==> src/rtl/reg_dump_pkg.sv <==
// Shared types and defaults for the register-file dump engine.
package reg_dump_pkg;

    localparam int unsigned NREGS_DEF = 16;
    localparam int unsigned WIDTH_DEF = 32;
    localparam int unsigned SEQ_W     = 8;

    typedef enum logic [1:0] {
        ST_IDLE = 2'd0,
        ST_LOAD = 2'd1,
        ST_SEND = 2'd2,
        ST_DONE = 2'd3
    } state_e;

endpackage

==> src/rtl/reg_dump_shadow.sv <==
// Shadow copy of the last emitted value of every register, used by the
// changed-only dump mode. match_c_o is a combinational compare of the
// shadow entry at rd_idx_i against the live read data.
module reg_dump_shadow
    import reg_dump_pkg::*;
#(
    parameter int unsigned NREGS = NREGS_DEF,
    parameter int unsigned WIDTH = WIDTH_DEF,
    parameter int unsigned IDX_W = $clog2(NREGS)
) (
    input  logic             clk,
    input  logic             rst_n,
    input  logic [IDX_W-1:0] rd_idx_i,
    input  logic [WIDTH-1:0] cmp_data_i,
    output logic             match_c_o,
    input  logic             wr_en_i,
    input  logic [IDX_W-1:0] wr_idx_i,
    input  logic [WIDTH-1:0] wr_data_i
);

    logic [WIDTH-1:0] mem_q [NREGS];

    // Shadow store: cleared on reset, written when a beat is accepted.
    always_ff @(posedge clk or negedge rst_n) begin
        if (!rst_n) begin
            for (int unsigned i = 0; i < NREGS; i++) begin
                mem_q[i] <= '0;
            end
        end else if (wr_en_i) begin
            mem_q[wr_idx_i] <= wr_data_i;
        end
    end

    assign match_c_o = (mem_q[rd_idx_i] == cmp_data_i);

endmodule

==> src/rtl/reg_dump_unit.sv <==
// Register-file dump engine: walks indices 0..NREGS-1 through the read port
// and streams {index, value} beats over valid/ready, followed by a one-cycle
// done pulse and a sequence-number bump.
// Optional feature: define REG_DUMP_CHANGED_ONLY_EN to emit only registers
// whose value differs from the one emitted by the previous dump.
module reg_dump_unit
    import reg_dump_pkg::*;
#(
    parameter int unsigned NREGS = NREGS_DEF,
    parameter int unsigned WIDTH = WIDTH_DEF,
    parameter int unsigned IDX_W = $clog2(NREGS)
) (
    input  logic             clk,
    input  logic             rst,
    input  logic             start,
    output logic             busy,
    output logic             done,
    output logic [IDX_W-1:0] rf_raddr,
    input  logic [WIDTH-1:0] rf_rdata,
    output logic             out_valid,
    input  logic             out_ready,
    output logic [IDX_W-1:0] out_index,
    output logic [WIDTH-1:0] out_data,
    output logic             out_last,
    output logic [SEQ_W-1:0] out_seq
);

    state_e           state_q, state_d;
    logic [IDX_W-1:0] idx_q, idx_d;
    logic             busy_q, busy_d;
    logic             done_q, done_d;
    logic             out_valid_q, out_valid_d;
    logic [IDX_W-1:0] out_index_q, out_index_d;
    logic [WIDTH-1:0] out_data_q, out_data_d;
    logic             out_last_q, out_last_d;
    logic [SEQ_W-1:0] seq_q, seq_d;

    logic             hs_c;
    logic             last_idx_c;
    logic             emit_c;

    assign hs_c       = out_valid_q & out_ready;
    assign last_idx_c = (idx_q == IDX_W'(NREGS - 1));

`ifdef REG_DUMP_CHANGED_ONLY_EN
    logic match_c;

    // Registers equal to their last emitted value are skipped.
    reg_dump_shadow #(
        .NREGS (NREGS),
        .WIDTH (WIDTH),
        .IDX_W (IDX_W)
    ) u_shadow (
        .clk        (clk),
        .rst_n      (rst),
        .rd_idx_i   (idx_q),
        .cmp_data_i (rf_rdata),
        .match_c_o  (match_c),
        .wr_en_i    (hs_c),
        .wr_idx_i   (out_index_q),
        .wr_data_i  (out_data_q)
    );

    assign emit_c = ~match_c;
`else
    assign emit_c = 1'b1;
`endif

    // Next-state and output-register logic for the dump walk.
    always_comb begin
        state_d     = state_q;
        idx_d       = idx_q;
        out_valid_d = out_valid_q;
        out_index_d = out_index_q;
        out_data_d  = out_data_q;
        out_last_d  = out_last_q;
        seq_d       = seq_q;

        unique case (state_q)
            ST_IDLE: begin
                if (start) begin
                    idx_d   = '0;
                    state_d = ST_LOAD;
                end
            end
            ST_LOAD: begin
                if (emit_c) begin
                    out_data_d  = rf_rdata;
                    out_index_d = idx_q;
                    out_valid_d = 1'b1;
                    out_last_d  = last_idx_c;
                    state_d     = ST_SEND;
                end else if (last_idx_c) begin
                    state_d = ST_DONE;
                end else begin
                    idx_d   = idx_q + IDX_W'(1);
                    state_d = ST_LOAD;
                end
            end
            ST_SEND: begin
                if (hs_c) begin
                    out_valid_d = 1'b0;
                    out_last_d  = 1'b0;
                    if (last_idx_c) begin
                        state_d = ST_DONE;
                    end else begin
                        idx_d   = idx_q + IDX_W'(1);
                        state_d = ST_LOAD;
                    end
                end
            end
            ST_DONE: begin
                seq_d   = seq_q + SEQ_W'(1);
                idx_d   = '0;
                state_d = ST_IDLE;
            end
            default: begin
                idx_d   = '0;
                state_d = ST_IDLE;
            end
        endcase

        busy_d = (state_d != ST_IDLE);
        done_d = (state_d == ST_DONE);
    end

    // State and output registers; reset abandons any dump in flight.
    always_ff @(posedge clk or negedge rst) begin
        if (!rst) begin
            state_q     <= ST_IDLE;
            idx_q       <= '0;
            busy_q      <= 1'b0;
            done_q      <= 1'b0;
            out_valid_q <= 1'b0;
            out_index_q <= '0;
            out_data_q  <= '0;
            out_last_q  <= 1'b0;
            seq_q       <= '0;
        end else begin
            state_q     <= state_d;
            idx_q       <= idx_d;
            busy_q      <= busy_d;
            done_q      <= done_d;
            out_valid_q <= out_valid_d;
            out_index_q <= out_index_d;
            out_data_q  <= out_data_d;
            out_last_q  <= out_last_d;
            seq_q       <= seq_d;
        end
    end

    assign busy      = busy_q;
    assign done      = done_q;
    assign rf_raddr  = idx_q;
    assign out_valid = out_valid_q;
    assign out_index = out_index_q;
    assign out_data  = out_data_q;
    assign out_last  = out_last_q;
    assign out_seq   = seq_q;

endmodule

==> config.mk <==
export PLATFORM = sky130hd
export DESIGN_NAME = reg_dump_unit
export DESIGN_NICKNAME = d
export VERILOG_FILES = /design/src/rtl/reg_dump_pkg.sv /design/src/rtl/reg_dump_shadow.sv /design/src/rtl/reg_dump_unit.sv
export SDC_FILE = /design/constraint.sdc
export NUM_CORES = 1
export LEC_CHECK = 0
export ABC_AREA = 1
export CAP_MARGIN = 30
export CORE_MARGIN = 2
export CORE_UTILIZATION = 43
export DETAILED_ROUTE_END_ITERATION = 6
export GPL_ROUTABILITY_DRIVEN = 0
export PLACE_DENSITY = 0.77
export SYNTH_ARGS = -nofsm -noshare
export SYNTH_HDL_FRONTEND = slang
export SYNTH_SLANG_ARGS = --single-unit
==> constraint.sdc <==
create_clock -name clk -period 1.4 [get_ports clk]
set_input_delay 0.21 -clock clk [delete_from_list [all_inputs] [get_ports clk]]
set_output_delay 0.21 -clock clk [all_outputs]
set_load 0.03 [all_outputs]
==> impl_metrics.toml, run 1 <==
[status]
status = "completed"

[critical_path]
startpoint_type = "flip-flop"
path_buf_inv = 1
cp_num_cells = 1
path_class = "reg -> out"
crit_path_end = "rf_raddr[0]"
critPathLaunch = "rf_raddr[0]"
slowest_stage = "dfrtp_2"
rrSetupSlack_ps = 100
setup.worst_path.end_class = "primary output"
cp_max_fo = 6
crit_chain = "dlygate4sd2_1"
reg2reg_to = "rf_raddr[2]"
cp_top_family = "flip-flops"
max_stage_delay_ps = 430
r2r-start = "rf_raddr[0]"
reg2reg_depth = 7
critPathRequiredTime_ps = 1190
critPathArrivalTime_ps = 1140

[cells_and_area]
drive_gt1_share_pct = 7.69
fillers = 450
final_nets = 388
area_growth_syn_to_layout_pct = 45.5
n_antenna_cell = 0

[clock_tree]
clk-insertion-delay-late_ps = 300
numCtsBuffers = 5
cts_max_path_buffers = 2
clkSinkCount = 54
h-tree-depth = 2
clock-root-buffer = "clkbuf_8"
clkTransAtPathRegs_ps = 100
cts_tree = "yes"

[grt]
antenna_found_initial = 0
grt_pass1_vias = 1831
grt_max_degree = 55
grt_usage_pct = 18.1
overflow = 0
grt_pass1_wl_um = 8490

[timing]
fin_tns_setup_ps = 0
tightest_slew_ps = 338
hold_viol = 0
max-slew-margin-rel_pct = 77.6
clock_skew_ps = 4.08
finalSetupViolations = 0
fin_crit_ps = 1350
max_freq_mhz = 740
fin_crit_sh_pct = 96.5
setup_ws_ps = 49.0
rsz0062_at_grt = "no"
maxSlewViolCount = 0

[placement]
hpwl_um = 3480
io_buffers = 87
place_ws_ps = 57.1

[yosys]
yosysSeqAreaShare_pct = 60.3
synth.avg_cell_area_um2 = 8.78
synthMuxAreaShare_pct = 0.503
synth_cell_type_count = 21
synth_nets = 293
syn_area_um2 = 2240
synth_xor_area_share_pct = 1.96
synth_seq_cells = 54
yosysWarnings = 0
synthAdderAreaFrac_pct = 1.12
synth_top_family_by_area = "simple AND/OR/NAND/NOR gates"
syn_inst = 255
synth_compound_area_share_pct = 0.894
synthSimpleGateAreaFrac_pct = 30.3

[die]
start_util_pct = 44.1
fp.dieH_um = 76.2
ioPinCount = 88
die_w_um = 76.2
num_rows = 26
dieArea_um2 = 5800
core_area_um2 = 5070

[drt]
viasPerCell = 4.56
ant_nets = 0
wl_per_cell_um = 11.6
dr.pass1.iters = 4
vias = 1919
routed_wl_um = 4890
route.detailed.drc = 0
drt-initial-drc-count = 51

[power_and_ir_drop]
vdd_drop_max_v = 0.00116
p_per_area_nw_per_um2 = 2180
leakagePower_nw = 1.80
p_total_mw = 7.10

[min_path]
worstHoldPathType = "in -> async"

[job]
maxCapViolCount = 0
==> report_power, final <==
part | internal [mW] | total [mW] | leakage [nW] | switching, mW
Clock | 0.399 | 0.903 | 0.0472 | 0.504
Sequential | 2.20 | 2.57 | 0.682 | 0.377
Combinational | 1.20 | 3.63 | 1.07 | 2.43
Total | 3.79 | 7.10 | 1.80 | 3.31
==> placed cells by master (no fill, tap or decap), types with 2 or more instances in the layout <==
cell type        instances
clkdlybuf4s50_1         34
dfrtp_2                  2
buf_12                   2
buf_4                    7
dlygate4sd2_1           51
dfrtp_1                 52
nor2_2                   2
nand3_1                 10
o21ai_1                  2
ha_1                     2
xor2_1                   3
nand4_1                  2
nand2_1                138
clkbuf_8                 6
xnor2_1                  2
nor2_1                  12
inv_1                   11
==> metrics by stage <==
| step | cells | hold WS, ps | cell area [µm²] | util, % |
|---|---|---|---|---|
| after CTS | 421 | 426 | 3250 | 64.1 |
| after global placement | 412 | 225 | 3210 | 63.3 |
| after global routing | 421 | 431 | 3260 | 64.2 |
| after detailed placement | 412 | 229 | 3210 | 63.3 |
| final | 421 | 420 | 3260 | 64.2 |
| after floorplan | 255 | -85.6 | 2240 | - |
==> layout make-up <==
cell class / instances / area (µm²) / area share [%]
flip-flops and latches: 54 / 1350 / 41.5
inverters: 12 / 45.0 / 1.38
repair buffers: 96 / 895 / 27.4
clock inverters: 2 / 12.5 / 0.384
clock buffers: 6 / 82.6 / 2.53
well taps: 70 / 87.6 / 2.69
multi-input cells: 181 / 783 / 24.0
==> kinds of logic (layout without fill, tap and decap cells) <==
logic type,Yosys count,after routing
flip-flops,54,54
adder cells (fa/ha/maj),2,2
XOR/XNOR,5,5
buffers and inverters,20,116
multiplexers,1,1
AND/OR/NAND/NOR,169,169
AO/OA/AOI/OAI,4,4
==> registers in the layout, indices dropped and copies added (netlist names) <==
signal	count
rf_raddr	4
state_q	2
busy	1
out_data	32
out_seq	8
done	1
out_index	4
out_last	1
out_valid	1
==> synth_stat cells, drive strengths merged <==
cell	n	area, µm²
nand3b	1	7.51
nand2	139	529
buf	8	65.1
ha	2	25.0
nor3	1	5.00
nand4	2	12.5
dfrtp	54	1350
xnor2	2	17.5
inv	12	45.0
nor2	15	68.8
xor2	3	26.3
mux2	1	11.3
a21oi	1	5.00
o21ai	3	15.0
nand3	11	55.1
==> per-layer routing <==
metal	share of wire, %	vias to the layer above	GRT usage, %
li1	-	966	-
met1	47	891	24.4
met2	46	55	29.4
met3	5.3	7	3.67
met4	1.6	0	6.55
met5	0	-	0
==> how the worst min path moves through the flow <==
| stage | startpoint | endpoint | slack, ps | cells past startpoint |
|---|---|---|---|---|
| floorplan | rst | busy | -90 | 0 |
| global placement | rst | out_valid | 220 | 2 |
| finish | rst | out_data[8] | 420 | 3 |
| global route | rf_rdata[21] | out_data[21] | 430 | 3 |
| CTS | rst | out_seq[1] | 430 | 3 |
| detailed placement | rst | out_last | 230 | 2 |
==> what timing repair did <==
action	in CTS	in global routing
pin swaps	0	0
setup endpoints to repair	51	5
endpoints found under the hold margin	54	0
hold buffers	1	0
resized for setup	51	1
setup buffers	0	0
(Power assumes the default switching activity.)
==> run 2, diff against run 1 <==
--- a/config.mk
+++ b/config.mk
@@ -11,6 +11,7 @@
 export CORE_UTILIZATION = 43
 export DETAILED_ROUTE_END_ITERATION = 6
 export GPL_ROUTABILITY_DRIVEN = 0
+export HOLD_SLACK_MARGIN = 0.08
 export PLACE_DENSITY = 0.77
 export SYNTH_ARGS = -nofsm -noshare
 export SYNTH_HDL_FRONTEND = slang
==> constraint.sdc (replaced) <==
create_clock -name clk -period 1.4 [get_ports clk]
set_input_delay 0.21 -clock clk [delete_from_list [all_inputs] [get_ports clk]]
set_output_delay 0.21 -clock clk [all_outputs]
set_load 0.005 [all_outputs]
==> run 2 against run 1 <==
Net effect:
- worst hold slack worse by 2.2 ps
- design area up 10%
- sequential cell count unchanged
- critical endpoint is now out_data[29]
- clock skew down 2.5 ps
- combinational power down 16%
- sequential share of layout area down 3.9 points
- via count up 5.7%
- critical path type unchanged
- highest routed layer unchanged
==> impl_metrics.toml, run 2 (synthesis results as in run 1) <==
[cells_and_area]
fin_cells = 441
fin_area_um2 = 3590
final_common_cell = "nand2_1"
fillers = 396
register_area_um2 = 1350
largest_reg_flops = 32
final_cell_mix = "nand2_1, dfrtp_1, clkdlybuf4s50_1"
final_nets = 408
drive_gt1_share_pct = 12.4
multi_input_area_um2 = 796
area_growth_syn_to_layout_pct = 60.2
final_util_pct = 70.7
n_antenna_cell = 0

[drt]
vias = 2029
ant_nets = 0
route.detailed.drc = 0
routed_wl_um = 5350
dr.pass1.iters = 4
viasPerCell = 4.60
drt-initial-drc-count = 89
wl_per_cell_um = 12.1

[timing]
fin_crit_ps = 1360
max_freq_mhz = 735
tightest_slew_ps = 281
hold_viol = 0
max-slew-margin-rel_pct = 81.3
finalSetupViolations = 0
clock_skew_ps = 1.60
fin_crit_sh_pct = 97.2
maxSlewViolCount = 0

[power_and_ir_drop]
vdd_drop_max_v = 0.000973
p_total_mw = 6.54
leakagePower_nw = 2.30
p_per_area_nw_per_um2 = 1820

[die]
core_area_um2 = 5070
fp.dieH_um = 76.2
die_w_um = 76.2
start_util_pct = 44.1
num_rows = 26
ioPinCount = 88
dieArea_um2 = 5800

[critical_path]
critPathArrivalTime_ps = 1150
path_buf_inv = 1
slowest_stage = "clkdlybuf4s50_1"
cp_top_family = "buffers and inverters"
path_class = "reg -> out"
startpoint_type = "flip-flop"
critPathRequiredTime_ps = 1190
cp_num_cells = 1
setup.worst_path.end_class = "primary output"
reg2reg_depth = 8
max_stage_delay_ps = 500
crit_chain = "clkdlybuf4s50_1"
cp_max_fo = 2

[min_path]
worstHoldPathType = "in -> async"

[grt]
grt_max_degree = 55
antenna_found_initial = 0
overflow = 0
grt_pass1_vias = 1899
grt_usage_pct = 18.6
grt_pass1_wl_um = 8620

[placement]
placed_area_um2 = 3200
dp_cells = 410
hpwl_um = 3480
io_buffers = 87

[job]
maxCapViolCount = 0

[clock_tree]
clkSinkCount = 54
clkTransAtPathRegs_ps = 90
cts_tree = "yes"
cts_max_path_buffers = 2
clock-root-buffer = "clkbuf_8"
numCtsBuffers = 5
h-tree-depth = 2
clk-insertion-delay-late_ps = 290

[status]
status = "completed"
run 2: changes by cell type in the layout (fill, tap and decap cells not counted), moves of 2 or more:
| cell | before | now |
|---|---|---|
| clkbuf_8 | 6 | 8 |
| dlymetal6s2s_1 | 0 | 38 |
| clkdlybuf4s50_1 | 34 | 39 |
| dfrtp_2 | 2 | 0 |
| dfrtp_1 | 52 | 54 |
| dlygate4sd2_1 | 51 | 9 |
| buf_4 | 7 | 25 |
run 2: worst reg2reg max path: stages (launching register included):
cell	delay [ps]
dfrtp_1	390
buf_4	150
ha_2	210
nand3_4	80
nor2_2	50
nor2_4	160
nand2_4	70
nand2_1	60
nand2_1	50
run 2: where the power goes:
group	internal [mW]	switching, mW	leakage (nW)
clock network	0.499	0.460	0.0575
registers	2.19	0.343	0.685
logic	1.60	1.43	1.56
total	4.30	2.24	2.30
run 2: timing repair:
action,in CTS,in global routing
setup endpoints to repair,18,44
endpoints found under the hold margin,54,0
gates resized for setup,10,42
pin swaps,0,2
setup buffers,12,10
hold buffers,1,0
run 2: worst paths after layout:
check                        startpoint      endpoint  slack, ps
max reg2reg                 rf_raddr[0]   rf_raddr[3]         70
min in group clk           rf_rdata[12]  out_data[12]        440
max                        out_data[29]  out_data[29]         40
max in group asynchronous           rst          busy        740
min                                 rst     out_valid        420
min reg2reg                out_data[16]  out_data[16]        470
run 2: per-layer routing:
metal | routed length, µm | global-route usage [%]
met1 | 2300 | 22.7
met2 | 2640 | 31.3
met3 | 334 | 5.81
met4 | 76 | 6.91
met5 | 0 | 0
run 2: through the flow:
| stage | setup WS (ps) | TNS, ps | hold slack [ps] |
|---|---|---|---|
| floorplan | 156 | 0 | -85.6 |
| global route | -4.58 | -4.58 | 444 |
| global placement | 85.7 | 0 | 226 |
| finish | 39.1 | 0 | 418 |
| detailed placement | 37.2 | 0 | 226 |
| CTS | 4.16 | 0 | 432 |
run 2: area by class of cell:
type | instances | share of cell area [%]
multi-input cells | 181 | 22.2
well taps | 70 | 2.44
inverters | 12 | 1.26
flip-flops and latches | 54 | 37.7
repair buffers | 116 | 33.4
clock buffers | 8 | 3.07
==> RTL edit, RTL diff (flow settings as in run 2) <==
Set the package constant `WIDTH_DEF` to 16 (it was 32).
--- a/src/rtl/reg_dump_pkg.sv
+++ b/src/rtl/reg_dump_pkg.sv
@@ -2,7 +2,7 @@
 package reg_dump_pkg;
 
     localparam int unsigned NREGS_DEF = 16;
-    localparam int unsigned WIDTH_DEF = 32;
+    localparam int unsigned WIDTH_DEF = 16;
     localparam int unsigned SEQ_W     = 8;
 
     typedef enum logic [1:0] {
Ports: changed (resized out_data and rf_rdata); port bits go from 88 to 56. No check against the original RTL was run, so the function may have changed too.
==> RTL edit against run 2 <==
  * Die area fell by 27%
  * Routed wire length is 36% lower
  * Power down 28%
  * Setup slack improved by 0.010 ns
  * Global-route usage shrank 1.0 points
  * Final area is 30% lower
  * First-iteration DRC count is 36% lower
  * Sequential cell count decreased by 16
  * Clock skew up 0.0045 ns
  * Sequential power fell by 31%
  * Combinational power down 32%
  * Synthesized area shrank 28%
  * Critical endpoint is now out_index[3]
==> RTL edit: results (changes against run 2) <==
status=finished clean (unchanged); GR Util met1=0.221 (was 0.227); sequential fraction of the synthesis area=0.591 (was 0.603); Synth area leaders=dfrtp_1, nand2_1, nand3_1 (unchanged); gr usage total=0.176 (was 0.186); routed length per placed instance=10.9 um (was 12.1 um); first-pass GRT wire length=5750 um (was 8620 um); synth cell count leaders=nand2_1, dfrtp_1, nor2_1 (unchanged); met3 global-route usage=0.0668 (was 0.0581); layout cells sized above 1=0.136 (was 0.124); pin count of the biggest net entering global routing=23 (was 55); clock-pin slew on the worst setup and hold paths=0.07 ns (was 0.09 ns); Slew @ Worst Pin=0.424 ns (was 0.281 ns); DRC violation total after the first TritonRoute iteration=57 (was 89); hpwl dp=2410 um (was 3480 um); count of unique library cells instantiated by Yosys=17 (was 21); Port Buffers=55 (was 87); Peak VDD IR=0.000947 V (was 0.000973 V); cell count after synthesis=189 (was 255); Worst Skew=0.00606 ns (was 0.00160 ns); fillers=313 (was 396); number of global-route vias before repair=1311 (was 1899); syn nets=211 (was 293); Finished Layout Cells=312 (was 441); reg2reg start=rf_raddr[0]$_DFFE_PN0P_ (unchanged); Largest register FFs=16 (was 32); Yosys Warn Count=0 (unchanged); vias per cell=4.61 (was 4.60); met2 Resource Use GR=0.283 (was 0.313); final net count=285 (was 408); leakage=1.45 nW (was 2.30 nW)
## RTL edit: cell count changes after synthesis, moves of 2 or more
cell	before	now
nand2_1	138	92
dfrtp_1	54	38
buf_6	4	0
o21ai_0	1	4
o21ai_1	2	0
xor2_1	3	1
## RTL edit: cells by family (layout without fill, tap and decap cells)
| logic type | count (synthesis) | after routing | share of synthesized area |
|---|---|---|---|
| xor gates and xnor gates | 4 | 4 | 0.0218 |
| adders and majority gates | 2 | 2 | 0.0155 |
| muxes | 1 | 1 | 0.00699 |
| AOI/OAI and AO/OA | 6 | 6 | 0.0186 |
| DFF | 38 | 38 | 0.591 |
| buffers and inverters | 17 | 92 | 0.0427 |
| and+or+nand+nor | 121 | 121 | 0.304 |
## RTL edit: final cells by class
class | instances | area [um^2] | share of cell area
clock buffer | 5 | 68.8 | 0.0275
clock inverter | 3 | 40.0 | 0.0160
inverter | 13 | 48.8 | 0.0195
multi-input combinational | 134 | 603 | 0.241
sequential | 38 | 953 | 0.382
tap | 48 | 60.1 | 0.0240
timing repair buffer | 71 | 724 | 0.290
## RTL edit: stage by stage
step	power [mW]	worst slack [ns]	utilization	area (um^2)
2_1_floorplan	2.67	0.130	-	1610
3_3_place_gp	3.76	0.0650	0.622	2260
3_5_place_dp	3.78	0.0209	0.622	2260
4_1_cts	4.77	0.00955	0.670	2440
5_1_grt	5.14	0.00124	0.688	2500
6_report	4.72	0.0496	0.688	2500
## RTL edit: path summary, 6_finish.rpt
check / to / slack [ns] / depth (start not counted)
max reg2reg: rf_raddr[3]$_DFFE_PN0P_ / 0.11 / 7
max in group asynchronous: out_seq[5]$_DFFE_PN0N_ / 0.54 / 3
max: out_index[3] / 0.05 / 1
min reg2reg: out_data[1]$_DFFE_PN0P_ / 0.47 / 2
min: out_seq[2]$_DFFE_PN0N_ / 0.40 / 2
min in group clk: out_data[13]$_DFFE_PN0P_ / 0.46 / 3
## RTL edit: what timing repair did
action,in CTS,in global routing
hold endpoints to repair,16,0
setup endpoints to repair,11,20
setup buffers,8,2
gates resized for setup,5,18
pin swaps,0,2
hold buffers,1,0
## RTL edit: report_power, final
part,internal (mW),switching [mW],total (mW)
Clock,0.524,0.360,0.884
Sequential,1.51,0.240,1.75
Combinational,1.13,0.948,2.08
## RTL edit: layer usage
layer  up-vias  routed length (um)  share of wire
met4         0                  44          0.013
met2        43                1620           0.48
met5         -                   0              0
li1        729                   -              -
met1       658                1490           0.44
met3         7                 239          0.070
